==> src/rtl/acc_4_ctrl.sv <==
// -----------------------------------------------------------------------------
// acc_4_ctrl
//   Sequencing and accumulator stage for the external 4-bit ripple add/sub
//   unit. It accepts one command (opcode + operand) per handshake, presents
//   the accumulator and the operand to the add/sub unit for one EXEC cycle,
//   captures the unit's sum/carry/overflow into the accumulator and flag
//   registers, and then holds the result until downstream accepts it.
//
// Parameters
//   SAT_EN    1 = a signed overflow on ADD/SUB saturates the accumulator
//   ACC_INIT  accumulator value after reset
//
// Ports
//   clk, rst_n            clock, asynchronous active-low reset
//   in_valid / in_ready   command handshake (op, operand)
//   op                    00 LOAD, 01 ADD, 10 SUB, 11 CMP
//   operand               4-bit command operand
//   add_A/add_B/add_M     drive the add/sub unit (M=1 subtracts)
//   add_S/add_C/add_V     sum, carry-out and signed overflow from the unit
//   out_valid / out_ready result handshake
//   acc                   accumulator
//   flag_c/v/z/n          carry, overflow, zero, negative flags
//   sticky_v, sticky_clr  sticky overflow flag and its clear
// -----------------------------------------------------------------------------
module acc_4_ctrl #(
    parameter bit         SAT_EN   = 1'b0,
    parameter logic [3:0] ACC_INIT = 4'b0000
) (
    input  logic       clk,
    input  logic       rst_n,
    input  logic       in_valid,
    output logic       in_ready,
    input  logic [1:0] op,
    input  logic [3:0] operand,
    output logic [3:0] add_A,
    output logic [3:0] add_B,
    output logic       add_M,
    input  logic [3:0] add_S,
    input  logic       add_C,
    input  logic       add_V,
    output logic       out_valid,
    input  logic       out_ready,
    output logic [3:0] acc,
    output logic       flag_c,
    output logic       flag_v,
    output logic       flag_z,
    output logic       flag_n,
    output logic       sticky_v,
    input  logic       sticky_clr
);

    localparam logic [1:0] IDLE = 2'd0;
    localparam logic [1:0] EXEC = 2'd1;
    localparam logic [1:0] HOLD = 2'd2;

    localparam logic [1:0] OP_LOAD = 2'b00;
    localparam logic [1:0] OP_ADD  = 2'b01;
    localparam logic [1:0] OP_SUB  = 2'b10;
    localparam logic [1:0] OP_CMP  = 2'b11;

    logic [1:0] state;
    logic [1:0] op_p0;
    logic [3:0] operand_p0;
    logic [3:0] arith_res;
    logic       exec;
    logic       sticky_set;

    // Saturation clamps toward the sign of the pre-op accumulator: an
    // overflow can only happen when the result sign flips away from it.
    function automatic logic [3:0] sat_result(input logic [3:0] sum,
                                              input logic       ovf,
                                              input logic       pre_msb);
        if (SAT_EN && ovf)
            return pre_msb ? 4'b1000 : 4'b0111;
        else
            return sum;
    endfunction

    assign exec       = (state == EXEC);
    assign arith_res  = sat_result(add_S, add_V, acc[3]);
    assign sticky_set = exec && (op_p0 != OP_LOAD) && add_V;

    // in_ready is gated by rst_n so it reads 0 throughout reset.
    assign in_ready  = rst_n && (state == IDLE);
    assign out_valid = (state == HOLD);

    // Outside EXEC the unit sees acc + 0 in add mode; its outputs are unused.
    assign add_A = acc;
    assign add_B = exec ? operand_p0 : 4'b0000;
    assign add_M = exec && ((op_p0 == OP_SUB) || (op_p0 == OP_CMP));

    // Stage p0: command capture in IDLE, result capture at the end of EXEC.
    always_ff @(posedge clk or negedge rst_n) begin
        if (!rst_n) begin
            state      <= IDLE;
            op_p0      <= 2'b00;
            operand_p0 <= 4'b0000;
            acc        <= ACC_INIT;
            flag_c     <= 1'b0;
            flag_v     <= 1'b0;
            flag_z     <= 1'b0;
            flag_n     <= 1'b0;
        end else begin
            case (state)
                IDLE: begin
                    if (in_valid) begin
                        op_p0      <= op;
                        operand_p0 <= operand;
                        state      <= EXEC;
                    end
                end
                EXEC: begin
                    state <= HOLD;
                    case (op_p0)
                        OP_LOAD: begin
                            acc    <= operand_p0;
                            flag_c <= 1'b0;
                            flag_v <= 1'b0;
                            flag_z <= (operand_p0 == 4'b0000);
                            flag_n <= operand_p0[3];
                        end
                        OP_CMP: begin
                            // Flags as for SUB, accumulator untouched.
                            flag_c <= add_C;
                            flag_v <= add_V;
                            flag_z <= (add_S == 4'b0000);
                            flag_n <= add_S[3];
                        end
                        default: begin
                            acc    <= arith_res;
                            flag_c <= add_C;
                            flag_v <= add_V;
                            flag_z <= (arith_res == 4'b0000);
                            flag_n <= arith_res[3];
                        end
                    endcase
                end
                HOLD: begin
                    if (out_ready)
                        state <= IDLE;
                end
                default: state <= IDLE;
            endcase
        end
    end

    // A set in the same cycle as a clear takes priority.
    always_ff @(posedge clk or negedge rst_n) begin
        if (!rst_n)
            sticky_v <= 1'b0;
        else if (sticky_set)
            sticky_v <= 1'b1;
        else if (sticky_clr)
            sticky_v <= 1'b0;
    end

endmodule
==> config.mk <==
export PLATFORM = sky130hd
export DESIGN_NAME = acc_4_ctrl
export DESIGN_NICKNAME = d
export VERILOG_FILES = /design/src/rtl/acc_4_ctrl.sv
export SDC_FILE = /design/constraint.sdc
export NUM_CORES = 1
export LEC_CHECK = 0
export ABC_AREA = 1
export CAP_MARGIN = 20
export CELL_PAD_IN_SITES_DETAIL_PLACEMENT = 0
export CELL_PAD_IN_SITES_GLOBAL_PLACEMENT = 1
export CORE_MARGIN = 5
export CORE_UTILIZATION = 31
export CTS_BUF_LIST = sky130_fd_sc_hd__clkbuf_16
export DETAILED_ROUTE_END_ITERATION = 8
export PLACE_DENSITY = 0.82
export SYNTH_ARGS = -nofsm -noshare
export SYNTH_HDL_FRONTEND = slang
export SYNTH_SLANG_ARGS = --single-unit
==> constraint.sdc <==
create_clock -name clk -period 2.96 [get_ports clk]
set_clock_uncertainty 0.05 [all_clocks]
set_input_delay 0.592 -clock clk [delete_from_list [all_inputs] [get_ports clk]]
set_output_delay 0.592 -clock clk [all_outputs]
set_load 0.01 [all_outputs]
==> results.md <==
* Yosys top cell by area: dfrtp_1
* Detail Route Antenna Nets at 0
* R2R setup slack at ~1.8 ns
* Die width at about 62 um
* Fin area at approximately 1300 sq um
* Initial Utilization at between 30% and 40%
* Final WL at about 1.8 mm
* # resized after CTS at 0
* Final hold vios at 0
* Drt wl/cell at 11.2 um
* Total negative setup slack at 0 ns
* Die ar. at approximately 4000 sq um
* Status: finished, final reports clean
* Final period util at a little under nine tenths
* Global-route usage over all layers at a little over a tenth
* Initial antenna violation count at 0
* Hold endpoint: flag_z
* Clock Path Buffers at 2
* Max-slew violation count at 0
* Io pins at 37
* Area post-placement at 1200 sq um
* Worst EP required at around 2.3 ns
* Distinct cells, synth at 16
* Mapped Cells at 99
* ANT cells at 0
* Synth Area in Compound Gates at between 10 and 15%
* Skew-Pair Late Insertion Delay at ~0.24 ns
* Sequential share of the synthesized area at about half
* Clock-pin transition on the worst setup and hold timing paths at 0.05 ns
* Top cell type's share of synthesized area at about half
* FF-to-FF Start: state[1]
* DP HPWL at roughly 1.5 mm
* RR Endpoint: acc[3]
* Synth Area in Simple Gates at around a quarter
* First-pass GRT wire length at around 3.3 mm
* Hold path depth at 2
* CP Max Fanout at 2
* Worst path arrival time at 1.88 ns
* Worst-margin pin slew at 0.255 ns
* GPL Wtd Cong at around 0.73
* Leak Pwr at between 0.5 and 0.6 nW
* Max-cap viol count at 0
* Post-Syn Area at 852 sq um
* Post-CTS Hold Fix Bufs at 0
* Seq cells post-synth at 17
* Hold Crit Class: flip-flop to flip-flop
* Pre-antenna DRT Iters at 4
* Row cnt at 19
* Hold Worst Slack at about 0.43 ns
* Reg2Reg Depth at 6
* Vias in the first global route at 771
* Slew HR at just over 80%
* Largest net degree at the start of global routing at 18
* CTS tree: yes
* FILL cells at roughly 280
* Setup crit start kind: input pin
* Post-layout util at a little under half
* Synth Area in XOR/XNOR at 0%
* Setup crit end kind: output port
* Post-synth net total at roughly 120
* Tot Pwr at 1.30 mW
* Crit path time final at approximately 2.5 ns
* Number of port buffers at 36
* Remaining DRCs at 0
* RSZ-0062 raised after global routing: no
* Vias/cell at ~4.4
* Largest family of logic cells by synthesized area: simple AND/OR/NAND/NOR gates
* Nets at between 150 and 200
* Layout area overhead at 50.4%
* # H-tree levels at 1
* VDD IR max at approximately 0.44 mV
* Post-synthesis average cell area at 8.61 sq um
* Multiplexer share of the synthesized area at 0%
* Iter 0 DRT Violations at 15
* Synth area leaders: dfrtp_1, nand2_1, o21ai_2, nor2_1, buf_4
* Number of setup buffers added after CTS at 0
* Core area at 2690 sq um
* Via count at 723
* Ys Warns at 0
* Clk sink count at 17
* Die Y at between 60 and 70 um
* Share of post-route cells with drive strength above 1 at 16.4%
* PwrDens at roughly 1000 nW/um^2
* Grt ovf at 0
* Hold Path Origin: flag_z
* Final setup vio count at 0
* Max Freq at between 300 and 400 MHz
* Synth Area in Adders at 0%
* Clk Tree Root Cell: clkbuf_16
* Worst Setup Path Type: input pin to output port
* Num CTS Buffers at 3
power breakdown:
group / internal [mW] / total [mW] / switching (mW) / leakage, nW
registers: 0.339 / 0.408 / 0.0689 / 0.215
clock network: 0.181 / 0.265 / 0.0845 / 0.0409
logic: 0.304 / 0.629 / 0.325 / 0.334
total: 0.823 / 1.30 / 0.478 / 0.590
routing by layer:
layer | wire length, um | vias up | global-route usage (%) | share of wire (%)
li1 | - | 376 | - | -
met1 | 772 | 321 | 11.9 | 42
met2 | 938 | 22 | 17.5 | 51
met3 | 91 | 4 | 2.88 | 4.9
met4 | 43 | 0 | 6.37 | 2.3
met5 | 0 | - | 0 | 0
through the flow:
stage | worst slack, ns | cells
after CTS | 0.412 | 165
after floorplan | 1.42 | 99
after detailed placement | 0.420 | 161
after global placement | 0.419 | 161
after global routing | 0.331 | 165
final | 0.435 | 165
area by class of cell:
type	count	area [sq um]	share of cell area, %
flip-flops and latches	17	425	33.2
repair buffers	37	368	28.7
well taps	31	38.8	3.03
inverters	11	41.3	3.22
clock inverters	1	5.00	0.391
clock buffers	3	75.1	5.86
multi-input cells	65	328	25.6
cell usage after synthesis:
library cell  instances
buf_4                 5
o21ai_2               6
nor2_1               12
o21ai_1               2
buf_12                1
o21ai_0               6
inv_1                 7
nand2_4               1
nor3b_1               1
nand3_1               4
inv_2                 4
dfrtp_1              17
nand2_1              27
nand2_2               4
a21oi_2               1
o21ai_4               1
kinds of logic after synthesis:
group	after synthesis
and+or+nand+nor	49
AOI/OAI and AO/OA	16
buffers and inverters	17
DFF	17
state kept, by name, summed over array words and instances, names as in the netlist:
name	count
flag_n	1
flag_z	1
operand_p0	4
flag_v	1
state	2
flag_c	1
sticky_v	1
op_p0	2
acc	4
placed cells by master (no fill, tap or decap), drive strengths merged:
cell type and instances:
a21oi 1, buf 1, clkbuf 3, clkdlybuf4s50 36, clkinv 1, dfrtp 17
inv 11, nand2 32, nand3 4, nor2 12, nor3b 1, o21ai 15
how the worst max path moves through the flow:
| stage | start | endpoint | slack, ns | cells after the start |
|---|---|---|---|---|
| floorplan | rst_n | in_ready | 1.42 | 1 |
| global placement | rst_n | in_ready | 0.42 | 3 |
| detailed placement | rst_n | in_ready | 0.42 | 3 |
| CTS | rst_n | in_ready | 0.41 | 3 |
| global route | rst_n | in_ready | 0.33 | 3 |
| finish | rst_n | in_ready | 0.43 | 3 |
critical path, cell delays in order:
cell and delay [ns]:
clkdlybuf4s50_1 0.52, nor3b_1 0.20, clkdlybuf4s50_1 0.57
No activity file was read; power rests on OpenSTA's default activity.
